$ cat src/rtl/bsg_manycore_inject_arbiter.sv
// bsg_manycore_inject_arbiter: round-robin packet injector with lock bursts and credit flow control
// Ports: clk_i/reset_i (async active-high reset), req_v_i/req_data_i/req_lock_i/req_yumi_o requester side,
// v_o/data_o/ready_i network side, credit_return_i/credits_o credit tracking, idle_o quiescent flag.
module bsg_manycore_inject_arbiter #(
  parameter int num_req_p = 2,
  parameter int packet_width_p = 64,
  parameter int max_out_credits_p = 16,
  localparam int credit_width_lp = $clog2(max_out_credits_p+1)
) (
  input  logic                                clk_i,
  input  logic                                reset_i,
  input  logic [num_req_p-1:0]                req_v_i,
  input  logic [num_req_p*packet_width_p-1:0] req_data_i,
  input  logic [num_req_p-1:0]                req_lock_i,
  output logic [num_req_p-1:0]                req_yumi_o,
  output logic                                v_o,
  output logic [packet_width_p-1:0]           data_o,
  input  logic                                ready_i,
  input  logic                                credit_return_i,
  output logic [credit_width_lp-1:0]          credits_o,
  output logic                                idle_o
);
  localparam int sw_lp = $clog2(num_req_p);
  localparam logic [sw_lp:0] n_lp = (sw_lp+1)'(num_req_p);
  localparam logic [sw_lp-1:0] last_lp = sw_lp'(num_req_p-1);
  localparam logic [credit_width_lp-1:0] max_lp = credit_width_lp'(max_out_credits_p);
  logic [sw_lp-1:0] rr_r, lock_owner_r, w_off, w_scan, w_sel, w_next;
  logic [sw_lp:0] w_sum;
  logic [num_req_p-1:0] w_rot;
  logic lock_r, w_any, w_selv, w_xfer;
  logic [credit_width_lp-1:0] credits_r;
  // rotate valids so bit 0 is the requester at rr_r; lowest set bit is the round-robin winner
  assign w_rot = num_req_p'({req_v_i, req_v_i} >> rr_r);
  always_comb begin
    w_off = '0;
    w_any = 1'b0;
    for (int k = num_req_p-1; k >= 0; k--)
      if (w_rot[k]) begin
        w_off = sw_lp'(k);
        w_any = 1'b1;
      end
  end
  assign w_sum = {1'b0, rr_r} + {1'b0, w_off};
  assign w_scan = (w_sum >= n_lp) ? sw_lp'(w_sum - n_lp) : w_sum[sw_lp-1:0];
  // a held lock pins the grant to its owner even when the owner is idle
  assign w_sel = lock_r ? lock_owner_r : w_scan;
  assign w_selv = lock_r ? req_v_i[lock_owner_r] : w_any;
  assign v_o = w_selv & (credits_r != '0) & ~reset_i;
  assign w_xfer = v_o & ready_i;
  assign data_o = req_data_i[w_sel*packet_width_p +: packet_width_p];
  assign req_yumi_o = w_xfer ? (num_req_p'(1) << w_sel) : '0;
  assign w_next = (w_sel == last_lp) ? '0 : w_sel + 1'b1;
  assign credits_o = credits_r;
  assign idle_o = (credits_r == max_lp) & ~lock_r;
  always_ff @(posedge clk_i or posedge reset_i) begin
    if (reset_i) begin
      rr_r <= '0;
      lock_r <= 1'b0;
      lock_owner_r <= '0;
      credits_r <= max_lp;
    end else begin
      if (w_xfer) begin
        if (req_lock_i[w_sel]) begin
          lock_r <= 1'b1;
          lock_owner_r <= w_sel;
        end else begin
          lock_r <= 1'b0;
          rr_r <= w_next;
        end
      end
      if (w_xfer & ~credit_return_i)
        credits_r <= credits_r - 1'b1;
      else if (~w_xfer & credit_return_i & (credits_r != max_lp))
        credits_r <= credits_r + 1'b1;
    end
  end
`ifndef SYNTHESIS
  always_ff @(posedge clk_i)
    if (!reset_i && credit_return_i && !w_xfer && credits_r == max_lp)
      $error("bsg_manycore_inject_arbiter: credit return with all credits present");
`endif
endmodule

$ cat config.mk
export PLATFORM = sky130hd
export DESIGN_NAME = bsg_manycore_inject_arbiter
export DESIGN_NICKNAME = d
export VERILOG_FILES = /design/src/rtl/bsg_manycore_inject_arbiter.sv
export SDC_FILE = /design/constraint.sdc
export NUM_CORES = 1
export LEC_CHECK = 0
export ABC_AREA = 1
export ABC_CLOCK_PERIOD_IN_PS = 4000
export BUFFER_PORTS_ARGS = -buffer_cell sky130_fd_sc_hd__buf_2
export CAP_MARGIN = 20
export CORE_AREA = 5 5 77 79
export CTS_CLUSTER_DIAMETER = 60
export CTS_CLUSTER_SIZE = 30
export DETAILED_ROUTE_END_ITERATION = 7
export DIE_AREA = 0 0 82 84
export HOLD_SLACK_MARGIN = 0.15
export PLACE_DENSITY_LB_ADDON = 0.12
export RECOVER_POWER = 25
export SYNTH_ARGS = -nofsm -noshare
export SYNTH_HDL_FRONTEND = slang
export SYNTH_SLANG_ARGS = --single-unit
$ cat constraint.sdc
create_clock -name clk_i -period 4 [get_ports clk_i]
set_input_delay 0.4 -clock clk_i [delete_from_list [all_inputs] [get_ports clk_i]]
set_output_delay 0.4 -clock clk_i [all_outputs]
set_load 0.1 [all_outputs]
==> results.yml <==
grt:
  antenna_found_initial: 0
  grt_max_degree: 68
  grt_pass1_vias: 2117
  track_usage_pct: 18.1
  grt.overflow.total: 0
  grt_first_pass_wirelength_um: 10100
clock_tree:
  cts_inserted_buffers: 3
  root_buffer: "clkbuf_8"
  cts_hold_buf: 0
  clk-insertion-delay-late_ps: 230
  cts.sinks: 8
  tritoncts: "done"
  clkSlewWorstSetupHoldPaths_ps: 40
  post_cts_resized: 0
  clockBufferDepth: 2
  cts_max_level: 1
  cts_setup_buffers: 0
yosys:
  ys_types: 25
  synth_nets: 435
  synth_area_leaders: "nand2_1 55%, dfrtp_1 12%, buf_6 5.4%"
  synthCells: 295
  synth_area_leader_cell: "nand2_1"
  yosysSeqAreaShare_pct: 13.7
  yosys_warnings: 0
  synth_area_um2: 1470
  avgSynthCellArea_um2: 4.99
  yosysTopAreaCellShare_pct: 55.3
  synth_seq_cells: 8
setup_path:
  timing.rr.start: "credits_o[4]$_DFFE_PP1P_"
  cp_cell_sequence: "a21oi_1 > o21ai_0 > nand2_2 > clkbuf_2 > nand2_1 > nand2_1 > buf_2"
  reg2reg_depth: 15
  setup.worst_path.start_class: "register"
  cpMaxStageDelayCell: "clkbuf_2"
  crit_family: "buffers and inverters"
  cpMostUsedCell: "nand2_1"
  crit_path_end_kind: "output pin"
  cp.required_ps: 3600
  cp_slowest_stage_delay_ps: 890
  r2r_slack_ps: 1390
  critPathArrivalTime_ps: 2630
  path_buf_inv: 2
  crit_type: "reg -> out"
  cp-startpoint: "lock_r$_DFFE_PP0N_"
  crit_fanout: 67
  r2r_end: "credits_o[4]$_DFFE_PP1P_"
sta:
  hold_slack_ps: 140
  fin_crit_ps: 3030
  rsz0062_at_grt: "false"
  fmax_mhz: 330
  setup_ws_ps: 974
  finalCritPeriodShare_pct: 75.7
  slew_headroom_pct: 18.4
  hold_viol: 0
  report.final.slew_viol_count: 0
  fin_tns_setup_ps: 0
  setup_viol: 0
  finClkSkew_ps: 1.43
  max_slew.worst_pin.slew_ps: 1220
die:
  fp.dieW_um: 82
  die_area_um2: 6890
  start_util_pct: 27.9
  core-area_um2: 5270
  rows: 27
  ios: 209
  die_y_um: 84
route:
  vias: 2416
  routedWlPerCell_um: 12.3
  via_per_inst: 4.25
  drc: 0
  routed_wl_um: 7000
  drt_iter0_drc: 61
  firstDrtPassIters: 5
  ant_nets: 0
layout:
  antennaDiodeCount: 0
  final_cell_mix: "219 x nand2_1, 201 x buf_2, 18 x inv_1"
  multi_input_area_um2: 1060
  num-fill-cells: 572
  nNetsFinal: 637
  final_common_cell: "nand2_1"
  layout-drive-gt1-share_pct: 43.3
  postLayoutCellArea_um2: 2520
  synthToLayoutAreaGrowth_pct: 71.2
  area.sequential_um2: 201
run:
  drv_cap: 0
hold_path:
  min_path_type: "in -> async"
placed_design:
  hpwl_um: 5940
  place.gp.congestion: 0.835
  portBuffers: 208
  dpl-instance-area_um2: 2510
  post-place-ws_ps: 1470
run_status:
  status: "finished, final reports clean"
-- Yosys cell counts --
library cell / instances
xnor2_1: 1
o21ai_0: 3
buf_6: 7
o21bai_1: 1
nor3_1: 1
nor2_2: 1
ha_1: 3
nor2_4: 1
fa_1: 1
buf_2: 7
o21ai_1: 2
nand2_4: 2
nand3_1: 6
nand2_1: 217
a21oi_1: 2
inv_1: 17
nand4_4: 1
inv_2: 2
dfstp_2: 1
xor2_1: 1
nand2_2: 3
nor2_1: 6
nand4_1: 1
dfrtp_1: 7
nand3_2: 1
-- layer usage --
layer	wire length [um]	track usage, %	up-vias
li1	-	-	1281
met1	2570	20.2	1031
met2	3660	34.6	98
met3	693	3.89	6
met4	77	2.57	0
met5	0	0	-
-- flip-flops by register name (all words and copies together) (netlist names) --
register      cells
rr_r              1
lock_r            1
credits_o         5
lock_owner_r      1
-- cell families after synthesis --
kind of cell,Yosys count,synth area share (%)
AOI/OAI and AO/OA,8,2.89
adders and majority gates,4,3.91
xor gates and xnor gates,2,1.19
DFF,8,13.7
and+or+nand+nor,240,65.8
buffers and inverters,33,12.6
-- worst register-to-register path, stage by stage, from the launching register on --
cell and delay, ps:
dfstp_2 540, inv_1 60, nand3_2 90, nand4_1 340, inv_1 180, nand2_1 200
inv_1 170, ha_1 270, inv_1 80, o21bai_1 80, nor2_1 180, inv_1 60
nand3_1 100, nand3_1 90, nand2_1 70, inv_1 30
-- through the flow --
stage,cells,util (%)
finish,568,47.8
detailed placement,564,47.7
global placement,564,47.7
global route,568,47.8
floorplan,295,-
CTS,568,48.5
-- worst max-delay path by stage --
| stage | end | slack, ps | cells past startpoint |
|---|---|---|---|
| after floorplan | req_yumi_o[0] | 870 | 4 |
| after global placement | data_o[0] | 1440 | 9 |
| after detailed placement | data_o[0] | 1470 | 9 |
| after CTS | data_o[0] | 1270 | 9 |
| after global routing | data_o[12] | 670 | 7 |
| final | data_o[1] | 970 | 7 |
-- area by class of cell --
| type | instances | area share (%) |
|---|---|---|
| multi-input cells | 254 | 42.1 |
| clock buffers | 4 | 1.79 |
| inverters | 19 | 2.83 |
| well taps | 72 | 3.57 |
| repair buffers | 211 | 41.7 |
| flip-flops and latches | 8 | 7.99 |
Power is left out: the tool's default activity adds up to more than one toggle a clock period on the data nets, which glitch-free logic cannot reach.
